`config.mk`:
```
export PLATFORM = sky130hd
export DESIGN_NAME = periph_bus_bridge
export DESIGN_NICKNAME = d
export VERILOG_FILES = /design/src/rtl/periph_bus_bridge_pkg.sv /design/src/rtl/mem_req_check.sv /design/src/rtl/periph_bus_bridge.sv
export SDC_FILE = /design/constraint.sdc
export NUM_CORES = 1
export LEC_CHECK = 0
export CORE_ASPECT_RATIO = 1.5
export CORE_MARGIN = 2
export CORE_UTILIZATION = 35
export CTS_CLUSTER_DIAMETER = 80
export CTS_CLUSTER_SIZE = 25
export DETAILED_ROUTE_END_ITERATION = 16
export GPL_TIMING_DRIVEN = 1
export PLACE_DENSITY = 0.79
export SYNTH_ARGS = -nofsm -noshare
export SYNTH_HDL_FRONTEND = slang
export SYNTH_SLANG_ARGS = --single-unit
```
`constraint.sdc`:
```
create_clock -name clk -period 3.49 [get_ports clk]
set_clock_uncertainty 0.05 [all_clocks]
set_input_delay 0.698 -clock clk [delete_from_list [all_inputs] [get_ports clk]]
set_output_delay 0.698 -clock clk [all_outputs]
set_load 0.1 [all_outputs]
```
`src/rtl/periph_bus_bridge_pkg.sv`:
```
// rtl/periph_bus_bridge_pkg.sv - shared widths, access sizes, response codes and FSM states
package periph_bus_bridge_pkg;

  localparam int ADDR_W      = 32;
  localparam int WORD_W      = 32;
  localparam int MEM_COUNT_W = 2;
  localparam int MEM_CODE_W  = 2;

  localparam logic [MEM_COUNT_W-1:0] MEM_COUNT_NONE = 2'd0;
  localparam logic [MEM_COUNT_W-1:0] MEM_COUNT_BYTE = 2'd1;
  localparam logic [MEM_COUNT_W-1:0] MEM_COUNT_HALF = 2'd2;
  localparam logic [MEM_COUNT_W-1:0] MEM_COUNT_WORD = 2'd3;

  localparam logic [MEM_CODE_W-1:0] MEM_CODE_OK            = 2'd0;
  localparam logic [MEM_CODE_W-1:0] MEM_CODE_INVALID       = 2'd1;
  localparam logic [MEM_CODE_W-1:0] MEM_CODE_MISALIGNED    = 2'd2;
  localparam logic [MEM_CODE_W-1:0] MEM_CODE_OUT_OF_BOUNDS = 2'd3;

  typedef enum logic [1:0] {
    ST_IDLE  = 2'd0,
    ST_ISSUE = 2'd1,
    ST_WAIT  = 2'd2,
    ST_RESP  = 2'd3
  } state_e;

endpackage

```
`src/rtl/mem_req_check.sv`:
```
// rtl/mem_req_check.sv - combinational request pre-check: validity, alignment, range and slot decode
module mem_req_check
  import periph_bus_bridge_pkg::*;
#(
  parameter logic [ADDR_W-1:0] ADDR_BASE  = '0,
  parameter int                N_SLOTS    = 4,
  parameter int                SLOT_BYTES = 32,
  localparam int               SLOT_W     = (N_SLOTS > 1) ? $clog2(N_SLOTS) : 1
) (
  input  logic [ADDR_W-1:0]      addr_i,
  input  logic [MEM_COUNT_W-1:0] count_i,
  output logic [MEM_CODE_W-1:0]  code_o,
  output logic [SLOT_W-1:0]      slot_o
);

  localparam int SLOT_SH = $clog2(SLOT_BYTES);
  // One extra bit so a window ending exactly at 2^ADDR_W does not wrap to zero.
  localparam logic [ADDR_W:0] RANGE_END =
    {1'b0, ADDR_BASE} + (ADDR_W+1)'(N_SLOTS * SLOT_BYTES);

  logic [ADDR_W:0] diff;

  always_comb begin
    diff   = {1'b0, addr_i} - {1'b0, ADDR_BASE};
    slot_o = SLOT_W'(diff >> SLOT_SH);
    code_o = MEM_CODE_OK;
    if (count_i == MEM_COUNT_NONE) begin
      code_o = MEM_CODE_INVALID;
    end else if ((count_i == MEM_COUNT_WORD && addr_i[1:0] != 2'b00) ||
                 (count_i == MEM_COUNT_HALF && addr_i[0])) begin
      code_o = MEM_CODE_MISALIGNED;
    end else if (diff[ADDR_W] || ({1'b0, addr_i} >= RANGE_END)) begin
      code_o = MEM_CODE_OUT_OF_BOUNDS;
    end
  end

endmodule

```
`src/rtl/periph_bus_bridge.sv`:
```
// rtl/periph_bus_bridge.sv - CPU to peripheral-slot bridge; optional BUS_ERR_CAPTURE_EN adds sticky error address capture
module periph_bus_bridge
  import periph_bus_bridge_pkg::*;
#(
  parameter logic [ADDR_W-1:0] ADDR_BASE  = '0,
  parameter int                N_SLOTS    = 4,
  parameter int                SLOT_BYTES = 32,
  parameter int                PERIPH_LAT = 1
) (
  input  logic                          clk,
  input  logic                          areset,
  input  logic                          i_req_valid,
  output logic                          o_req_ready,
  input  logic [ADDR_W-1:0]             i_req_addr,
  input  logic [WORD_W-1:0]             i_req_wr_data,
  input  logic                          i_req_wr_en,
  input  logic [MEM_COUNT_W-1:0]        i_req_count,
  output logic                          o_res_valid,
  output logic [WORD_W-1:0]             o_res_rd_data,
  output logic [MEM_CODE_W-1:0]         o_res_code,
  output logic [ADDR_W-1:0]             o_per_addr,
  output logic [WORD_W-1:0]             o_per_wr_data,
  output logic                          o_per_wr_en,
  output logic [MEM_COUNT_W-1:0]        o_per_count,
  output logic [N_SLOTS-1:0]            o_per_sel,
  input  logic [N_SLOTS*WORD_W-1:0]     i_per_rd_data,
  input  logic [N_SLOTS*MEM_CODE_W-1:0] i_per_res_code
`ifdef BUS_ERR_CAPTURE_EN
  ,
  input  logic                          i_err_clr,
  output logic                          o_err_valid,
  output logic [ADDR_W-1:0]             o_err_addr
`endif
);

  localparam int SLOT_W = (N_SLOTS > 1) ? $clog2(N_SLOTS) : 1;

  state_e                 state_q, state_d;
  logic [ADDR_W-1:0]      addr_q, addr_d;
  logic [WORD_W-1:0]      wr_data_q, wr_data_d;
  logic                   wr_en_q, wr_en_d;
  logic [MEM_COUNT_W-1:0] count_q, count_d;
  logic [SLOT_W-1:0]      slot_q, slot_d;
  logic [2:0]             cnt_q, cnt_d;
  logic [WORD_W-1:0]      res_data_q, res_data_d;
  logic [MEM_CODE_W-1:0]  res_code_q, res_code_d;

  logic [MEM_CODE_W-1:0]  chk_code;
  logic [SLOT_W-1:0]      chk_slot;

  mem_req_check #(
    .ADDR_BASE  (ADDR_BASE),
    .N_SLOTS    (N_SLOTS),
    .SLOT_BYTES (SLOT_BYTES)
  ) u_check (
    .addr_i  (i_req_addr),
    .count_i (i_req_count),
    .code_o  (chk_code),
    .slot_o  (chk_slot)
  );

  always_ff @(posedge clk or posedge areset) begin
    if (areset) begin
      state_q    <= ST_IDLE;
      addr_q     <= '0;
      wr_data_q  <= '0;
      wr_en_q    <= 1'b0;
      count_q    <= MEM_COUNT_NONE;
      slot_q     <= '0;
      cnt_q      <= '0;
      res_data_q <= '0;
      res_code_q <= MEM_CODE_OK;
    end else begin
      state_q    <= state_d;
      addr_q     <= addr_d;
      wr_data_q  <= wr_data_d;
      wr_en_q    <= wr_en_d;
      count_q    <= count_d;
      slot_q     <= slot_d;
      cnt_q      <= cnt_d;
      res_data_q <= res_data_d;
      res_code_q <= res_code_d;
    end
  end

  always_comb begin
    state_d     = state_q;
    addr_d      = addr_q;
    wr_data_d   = wr_data_q;
    wr_en_d     = wr_en_q;
    count_d     = count_q;
    slot_d      = slot_q;
    cnt_d       = cnt_q;
    res_data_d  = res_data_q;
    res_code_d  = res_code_q;
    o_req_ready = 1'b0;
    o_res_valid = 1'b0;
    o_per_sel   = '0;
    o_per_wr_en = 1'b0;
    o_per_count = MEM_COUNT_NONE;
    case (state_q)
      ST_IDLE: begin
        o_req_ready = 1'b1;
        if (i_req_valid) begin
          addr_d    = i_req_addr;
          wr_data_d = i_req_wr_data;
          wr_en_d   = i_req_wr_en;
          count_d   = i_req_count;
          if (chk_code != MEM_CODE_OK) begin
            res_code_d = chk_code;
            res_data_d = '0;
            state_d    = ST_RESP;
          end else begin
            slot_d  = chk_slot;
            state_d = ST_ISSUE;
          end
        end
      end
      ST_ISSUE: begin
        o_per_sel   = N_SLOTS'(1) << slot_q;
        o_per_wr_en = wr_en_q;
        o_per_count = count_q;
        cnt_d       = 3'(PERIPH_LAT);
        state_d     = ST_WAIT;
      end
      ST_WAIT: begin
        cnt_d = cnt_q - 3'd1;
        if (cnt_q == 3'd1) begin
          res_data_d = i_per_rd_data[slot_q*WORD_W +: WORD_W];
          res_code_d = i_per_res_code[slot_q*MEM_CODE_W +: MEM_CODE_W];
          state_d    = ST_RESP;
        end
      end
      ST_RESP: begin
        o_res_valid = 1'b1;
        state_d     = ST_IDLE;
      end
      default: state_d = ST_IDLE;
    endcase
  end

  assign o_res_rd_data = res_data_q;
  assign o_res_code    = res_code_q;
  assign o_per_addr    = addr_q;
  assign o_per_wr_data = wr_data_q;

`ifdef BUS_ERR_CAPTURE_EN
  logic              err_valid_q, err_valid_d;
  logic [ADDR_W-1:0] err_addr_q, err_addr_d;
  logic              err_event;

  always_ff @(posedge clk or posedge areset) begin
    if (areset) begin
      err_valid_q <= 1'b0;
      err_addr_q  <= '0;
    end else begin
      err_valid_q <= err_valid_d;
      err_addr_q  <= err_addr_d;
    end
  end

  // A clear coinciding with a new error lets the new error take the slot.
  always_comb begin
    err_event   = (state_q == ST_RESP) && (res_code_q != MEM_CODE_OK);
    err_valid_d = err_valid_q;
    err_addr_d  = err_addr_q;
    if (i_err_clr) err_valid_d = 1'b0;
    if (err_event && (!err_valid_q || i_err_clr)) begin
      err_valid_d = 1'b1;
      err_addr_d  = addr_q;
    end
  end

  assign o_err_valid = err_valid_q;
  assign o_err_addr  = err_addr_q;
`endif

endmodule

```
==> Word level (Yosys, flattened, before mapping) <==
Cells that the tools add are included.
{ "classes": {"n_shift": 3, "eq_ne": 9, "reduce_logical": 13, "bitwise_logic": 1, "n_lt_le_gt_ge": 1, "mux": 21, "n_div": 0, "n_addsub": 1, "n_mul": 0} }
{ "op_table": {"columns": ["cell", "count"], "rows": [
  ["$shiftx A128 B8 Y32", 1],
  ["$mux W32", 3],
  ["$pmux W32 S2", 1],
  ["$ge A32 B8 Y1 const B", 1],
  ["$mux W2", 10],
  ["$eq A2 B2 Y1 const B", 4],
  ["$pmux W2 S4", 1],
  ["$reduce_bool A2 Y1", 4],
  ["$shiftx A8 B4 Y2", 1],
  ["$ne A2 B2 Y1 const B", 3],
  ["$pmux W3 S2", 1],
  ["$logic_not A2 Y1", 2],
  ["$mux W4", 1],
  ["$pmux W2 S2", 1],
  ["$reduce_and A2 Y1", 2],
  ["$reduce_and A4 Y1", 1],
  ["$shl A1 B2 Y4 const A", 1],
  ["$eq A3 B1 Y1 const B", 1],
  ["$mux W1", 3],
  ["$reduce_and A3 Y1", 1],
  ["$sub A3 B1 Y3 const B", 1],
  ["$eq A2 B1 Y1 const B", 1],
  ["$logic_and A1 B1 Y1", 2],
  ["$logic_or A1 B1 Y1", 1],
  ["$not A1 Y1", 1]
]} }
{ "totals": {"latchBits": 0, "mem_bits_ro": 0, "register_bits": 108, "memories": 0, "mem_bits_rw": 0, "input_bits": 206, "output_inout_bits": 107} }

==> Longest topological paths before layout <==
Gate-level depths: netlist (run 1).
{ "logic_depth": {"word_depth": 9, "mapped_depth": 8, "mapped_depth_nobuf": 6} }

==> Modules after synthesis <==
From an unflattened synthesis (run 1), not the netlist that was laid out.
{ "unflattened": {"hier_cells": 417, "hier_area_um2": 5366.4} }
{ "modules_own_cells": {"columns": ["module", "seq_area_each_um2", "instances", "cells_per_inst", "area_each_um2"], "rows": [
  ["periph_bus_bridge", 2702.6, 1, 396, 5235.0],
  ["mem_req_check", 0.0, 1, 21, 131.4]
]} }

==> Worst setup path before layout (run 1) <==
OpenSTA, ideal clock, no wires.
{ "synth_timing": {"path_type": "flip-flop to output port", "start": "register slot_q[1]", "end": "output port o_per_sel[0]", "required_time_ns": 2.742, "setup_slack_ns": -0.290, "stages_incl_launch_ff": 4, "n_path_buf": 2, "arrival_ns": 3.032, "path_cell_list": "dfrtp_1 buf_1 clkbuf_1 nor3b_1"} }
{ "synth_via": {"elab_chain_cells": 2} }
{ "synth_rtl": {"columns": ["element", "line_no", "rtl"], "rows": [
  ["start, declared", "periph_bus_bridge.sv:43", "logic [SLOT_W-1:0] slot_q, slot_d;"],
  ["start signal, assigned", "periph_bus_bridge.sv:79", "slot_q <= slot_d;"],
  ["$shl A1 B2 Y4", "periph_bus_bridge.sv:120", "o_per_sel = N_SLOTS'(1) << slot_q;"],
  ["$mux W4", "periph_bus_bridge.sv:101", "case (state_q)"],
  ["end, declared", "periph_bus_bridge.sv:25", "output logic [N_SLOTS-1:0] o_per_sel,"]
]} }
Every way passes these cells.

==> Worst setup path in the final report (run 1) <==
{ "layout_timing": {"start": "register wr_data_q[25] (netlist: o_per_wr_data[25])", "end": "output port o_per_wr_data[25]"} }
{ "layout_lines": {"columns": ["element", "line_no", "rtl"], "rows": [
  ["start, declared", "periph_bus_bridge.sv:40", "logic [WORD_W-1:0] wr_data_q, wr_data_d;"],
  ["start signal, assigned", "periph_bus_bridge.sv:76", "wr_data_q <= wr_data_d;"],
  ["end, declared", "periph_bus_bridge.sv:22", "output logic [WORD_W-1:0] o_per_wr_data,"]
]} }
No word-level cell between the ends.

==> results.py, run 1 <==
metrics = {
    "synthesis": {
        "ys_warn_count": 0,
        "syn-instance-count": 390,
        "synth-edff-count": 0,
        "synthTopCellsByArea": "dfrtp_1 (49%), mux2_2 (14%), mux4_1 (13%)",
        "syn-num-nets": 602,
        "synth_xor_area_frac": 0,
        "synth_async_sr_flop_share": 1.00,
        "ys_seq_area_frac": 0.489,
        "synth_area_mm2": 0.00552,
        "synthSimpleGateAreaFrac": 0.0530,
        "synthAdderAreaFrac": 0.0136,
        "ys.flop_type": "dfrtp_1",
        "synth-seq-cells": 108,
        "synth_mux_area_frac": 0.363,
        "synth_top_area_frac": 0.489,
        "synthDistinctLibCells": 40,
        "yosys.area.top_type": "dfrtp_1",
        "synth-compound-area-share": 0.0220,
        "syn_area_per_cell_um2": 14.2,
        "synth_top_family_by_area": "multiplexers",
    },
    "outcome": {
        "status": "finished, final reports clean",
    },
    "grt": {
        "grt_pass1_wl_um": 25400,
        "grt_max_degree": 109,
        "antenna_found_initial": 2,
        "grt_pass1_vias": 4918,
        "grt.overflow.total": 0,
        "track_usage": 0.194,
    },
    "setup_path": {
        "arrival_ns": 1.87,
        "cp_num_buf_inv": 1,
        "start_kind": "register",
        "worstSetupEndpointType": "output port",
        "r2r_slack_ns": 1.47,
        "crit_type": "register to output port",
        "worstPathCellList": "clkdlybuf4s50_1",
        "crit_path_top_delay_cell": "clkdlybuf4s50_1",
        "cp_max_fo": 2,
        "crit_family": "buffers and inverters",
        "crit_required_ns": 2.74,
        "slowest_delay_ns": 1.17,
    },
    "sta": {
        "hold_violations": 0,
        "fmaxAchievable_ghz": 0.382,
        "setup_slack_ns": 0.871,
        "fin_crit_sh": 0.750,
        "setup_viol": 0,
        "rsz0062_at_grt": "false",
        "fin_setup_tns_ns": 0,
        "worstMarginPinSlew_ns": 1.03,
        "slew_headroom": 0.311,
        "fin_crit_ns": 2.62,
        "final_max_slew_viol_count": 0,
    },
    "floorplanning": {
        "die_w_um": 107,
        "dieArea_mm2": 0.0168,
        "die_h_um": 158,
        "ioPinCount": 313,
        "core_mm2": 0.0156,
        "rows": 56,
        "initial_core_util": 0.355,
    },
    "route": {
        "vias": 4433,
        "finalWirelength_um": 16600,
        "dr.pass1.iters": 4,
        "postRouteAntennaNets": 0,
        "dr.first_iter.drc_count": 129,
        "via_per_inst": 4.91,
        "wire_per_inst_um": 18.4,
        "drc_errors": 0,
    },
    "clock_network": {
        "clkSinkCount": 108,
        "h-tree-depth": 3,
        "cts_hold_repair.buffers": 0,
        "ctsResizeCount": 0,
        "cts-root-buf": "clkbuf_16",
        "clock_latency_ns": 0.34,
        "path_clk_slew_ns": 0.08,
        "clock_path_buffers": 2,
        "post-cts-setup-buffers": 0,
        "cts_tree": "done",
        "cts-buffers-inserted": 9,
    },
    "finish": {
        "stdcell_area_mm2": 0.00904,
        "fillCellCount": 1312,
        "final_cell_count_no_fill": 903,
        "seq_area_mm2": 0.00270,
        "nNetsFinal": 908,
        "diodes": 0,
        "post_route_cells_drive_above_1_share": 0.204,
        "syn_to_final_growth_pct": 63.6,
        "multiInputGateArea_mm2": 0.00250,
    },
    "placement": {
        "gp_congestion": 0.749,
        "preCtsSetupSlack_ns": 0.497,
        "placedCellCount": 888,
        "hpwl_um": 12800,
        "dpl_cell_area_mm2": 0.00876,
        "io_buffers": 312,
    },
    "min_path": {
        "hold_class": "register to register",
    },
    "job": {
        "max-cap-violations": 0,
    },
}
[layout make-up]
cell class | count | share of cell area
sequential | 108 | 0.299
clock inverter | 5 | 0.00498
timing repair buffer | 318 | 0.348
clock buffer | 10 | 0.0264
tap | 203 | 0.0281
multi-input combinational | 220 | 0.277
inverter | 39 | 0.0166
[cells by family after synthesis]
group	after synthesis
AOI/OAI and AO/OA	15
adders and majority gates	6
buffers and inverters	62
DFF	108
muxes	138
and+or+nand+nor	61
[sequential cells by signal (all words and copies together), names as in the netlist]
| signal | flops |
|---|---|
| o_res_rd_data | 32 |
| wr_en_q | 1 |
| o_res_code | 2 |
| o_per_addr | 32 |
| count_q | 2 |
| slot_q | 2 |
| cnt_q | 3 |
| state_q | 2 |
| o_per_wr_data | 32 |
[cell usage after synthesis (3+ instances only)]
cell type and instances:
and2_1 3, inv_1 39, mux2i_1 32, buf_12 3, ha_1 6, dfrtp_1 108, mux4_2 7, mux2_2 70
clkbuf_8 3, buf_2 7, buf_1 3, a21oi_1 3, mux4_1 27, nor2_1 3, nand2_1 38, clkbuf_1 5
nor4_1 5
[layout by cell type, fill, tap and decap left out, drive strengths merged, types with 2 or more instances in the layout]
master / n
mux2i: 32
o22ai: 2
mux2: 72
clkdlybuf4s50: 278
nor4: 6
clkinvlp: 2
inv: 40
and2: 3
nand2: 38
nor2: 3
nand4: 2
mux4: 34
ha: 6
clkbuf: 10
o21ai: 3
buf: 40
dfrtp: 108
a21oi: 4
clkinv: 2
o22a: 2
[layer usage]
| layer | routed length [um] | track usage |
|---|---|---|
| met1 | 5780 | 0.201 |
| met2 | 8920 | 0.362 |
| met3 | 1590 | 0.0733 |
| met4 | 336 | 0.0557 |
| met5 | 27 | 0 |
[per-stage QoR]
stage | hold slack [ns] | utilization
after CTS | 0.459 | 0.581
final | 0.456 | 0.581
after global routing | 0.472 | 0.581
after detailed placement | 0.442 | 0.563
after floorplan | 0.421 | -
after global placement | 0.430 | 0.563
[final timing paths]
kind / endpoint / start / depth (start not counted)
max: o_per_wr_data[25] / o_per_wr_data[25]$_DFFE_PP0P_ / 1
min: o_per_wr_data[18]$_DFFE_PP0P_ / o_per_wr_data[18]$_DFFE_PP0P_ / 1
max reg2reg: o_res_rd_data[18]$_DFFE_PP0P_ / state_q[0]$_DFFE_PP0P_ / 8
min reg2reg: o_per_wr_data[18]$_DFFE_PP0P_ / o_per_wr_data[18]$_DFFE_PP0P_ / 1
max in group asynchronous: slot_q[0]$_DFFE_PP0P_ / areset / 3
min in group asynchronous: o_per_wr_data[24]$_DFFE_PP0P_ / areset / 3
Power of run 1 is not shown: default switching activity piles up to over one toggle a cycle in this logic, so the estimate is an artifact.
==> inputs of run 2 (changes only) <==
Settings changed: CORE_UTILIZATION 35 to 39, PLACE_DENSITY 0.79 to 0.84.
Clock period 3.49 ns to 2.6 ns, I/O delays scaled along.
==> run 2 against run 1 <==
Against the previous run:
- critical path depth grew 7
- setup slack lost 0.73 ns
- sequential share of layout area grew 0.083 points
- global-route usage grew 2.3 points
- via count grew 0.79%
- cell count shrank 3.0%
- flip-flop and latch count is the same
==> results.py, run 2 (synthesis gave the netlist of run 1 again) <==
metrics = {
    "outcome": {
        "status": "finished, final reports clean",
    },
    "clock_network": {
        "cts-root-buf": "clkbuf_16",
        "cts-buffers-inserted": 9,
        "path_clk_slew_ns": 0.08,
        "cts_tree": "done",
        "clock_path_buffers": 2,
        "post-cts-setup-buffers": 0,
        "h-tree-depth": 3,
        "clock_latency_ns": 0.34,
        "clkSinkCount": 108,
    },
    "grt": {
        "grt_pass1_vias": 4991,
        "grt_max_degree": 68,
        "track_usage": 0.217,
        "grt.overflow.total": 0,
        "antenna_found_initial": 1,
        "grt_pass1_wl_um": 25400,
    },
    "sta": {
        "fin_setup_tns_ns": 0,
        "hold_violations": 0,
        "worstMarginPinSlew_ns": 0.553,
        "fmaxAchievable_ghz": 0.407,
        "fin_crit_ns": 2.45,
        "rsz0062_at_grt": "false",
        "fin_crit_sh": 0.944,
        "final_max_slew_viol_count": 0,
        "slew_headroom": 0.628,
        "setup_viol": 0,
    },
    "setup_path": {
        "crit_type": "input port to register",
        "start_kind": "input port",
        "r2r_slack_ns": 0.60,
        "cp.depth": 8,
        "arrival_ns": 2.67,
        "worstSetupEndpointType": "register",
        "worstPathCellList": "clkdlybuf4s50_1 > nor4_2 > buf_4 > nand4_1 > or3_4 > o21ai_4 > buf_12 > mux2i_1",
        "crit_family": "simple AND/OR/NAND/NOR gates",
        "crit_required_ns": 2.81,
        "crit_path_top_delay_cell": "clkdlybuf4s50_1",
        "reg2reg_depth": 3,
        "slowest_delay_ns": 0.44,
        "cp_num_buf_inv": 3,
        "cp_max_fo": 17,
    },
    "finish": {
        "multiInputGateArea_mm2": 0.00251,
        "seq_area_mm2": 0.00270,
        "most-common-layout-cells": "clkdlybuf4s50_1 (205), buf_4 (109), dfrtp_1 (107), mux2_2 (70), inv_1 (38)",
        "post_route_cells_drive_above_1_share": 0.323,
        "syn_to_final_growth_pct": 63.2,
        "mostFrequentLayoutCell": "clkdlybuf4s50_1",
        "final_core_util": 0.647,
        "fillCellCount": 1042,
        "stdcell_area_mm2": 0.00901,
        "nNetsFinal": 918,
    },
    "floorplanning": {
        "core_mm2": 0.0139,
        "ioPinCount": 313,
        "rows": 53,
        "die_h_um": 150,
        "initial_core_util": 0.397,
        "dieArea_mm2": 0.0152,
        "die_w_um": 101,
    },
    "route": {
        "vias": 4468,
        "dr.pass1.iters": 4,
        "drc_errors": 0,
        "wire_per_inst_um": 19.3,
        "dr.first_iter.drc_count": 69,
        "via_per_inst": 5.10,
        "postRouteAntennaNets": 0,
        "finalWirelength_um": 16900,
    },
    "placement": {
        "dpl_cell_area_mm2": 0.00872,
        "io_buffers": 312,
        "hpwl_um": 13500,
        "gp_congestion": 0.808,
    },
    "job": {
        "max-cap-violations": 0,
    },
    "min_path": {
        "hold_class": "register to register",
        "worstHoldPathCells": 1,
    },
}
run 2: repair_timing:
action                                 CTS  global route
setup endpoints to repair                0            25
gates resized for setup                  0             1
endpoints found under the hold margin    0             0
hold buffers                             0             0
run 2: path summary, 6_finish.rpt:
path / start / endpoint
worst max-delay path: i_req_addr[7] / o_res_rd_data[4]$_DFFE_PP0P_
worst min-delay path: wr_en_q$_DFFE_PP0P_ / wr_en_q$_DFFE_PP0P_
worst max register to register: slot_q[0]$_DFFE_PP0P_ / o_res_code[0]$_DFFE_PP0P_
worst min register to register: wr_en_q$_DFFE_PP0P_ / wr_en_q$_DFFE_PP0P_
max in group asynchronous: areset / o_res_rd_data[9]$_DFFE_PP0P_
min in group asynchronous: areset / o_per_wr_data[22]$_DFFE_PP0P_
run 2: cell type report:
type,count,area share
repair buffers,328,0.349
flip-flops and latches,108,0.300
multi-input cells,220,0.279
clock buffers,9,0.0250
well taps,165,0.0229
inverters,39,0.0167
clock inverters,6,0.00694
diodes,1,0.000278
run 2: per-layer routing:
metal | part of all wire | GRT usage
met5 | 0 | 0
met4 | 0.024 | 0.0723
met3 | 0.085 | 0.0654
met2 | 0.54 | 0.406
met1 | 0.35 | 0.228
run 2: metrics by stage:
step / std cells / hold slack, ns / worst slack, ns
after floorplan: 390 / 0.421 / -0.00672
after global placement: 860 / 0.431 / -0.244
after detailed placement: 860 / 0.442 / -0.287
after CTS: 875 / 0.460 / 0.0745
after global routing: 875 / 0.475 / 0.00465
final: 876 / 0.456 / 0.146
Power of run 2 is left out for the same reason.
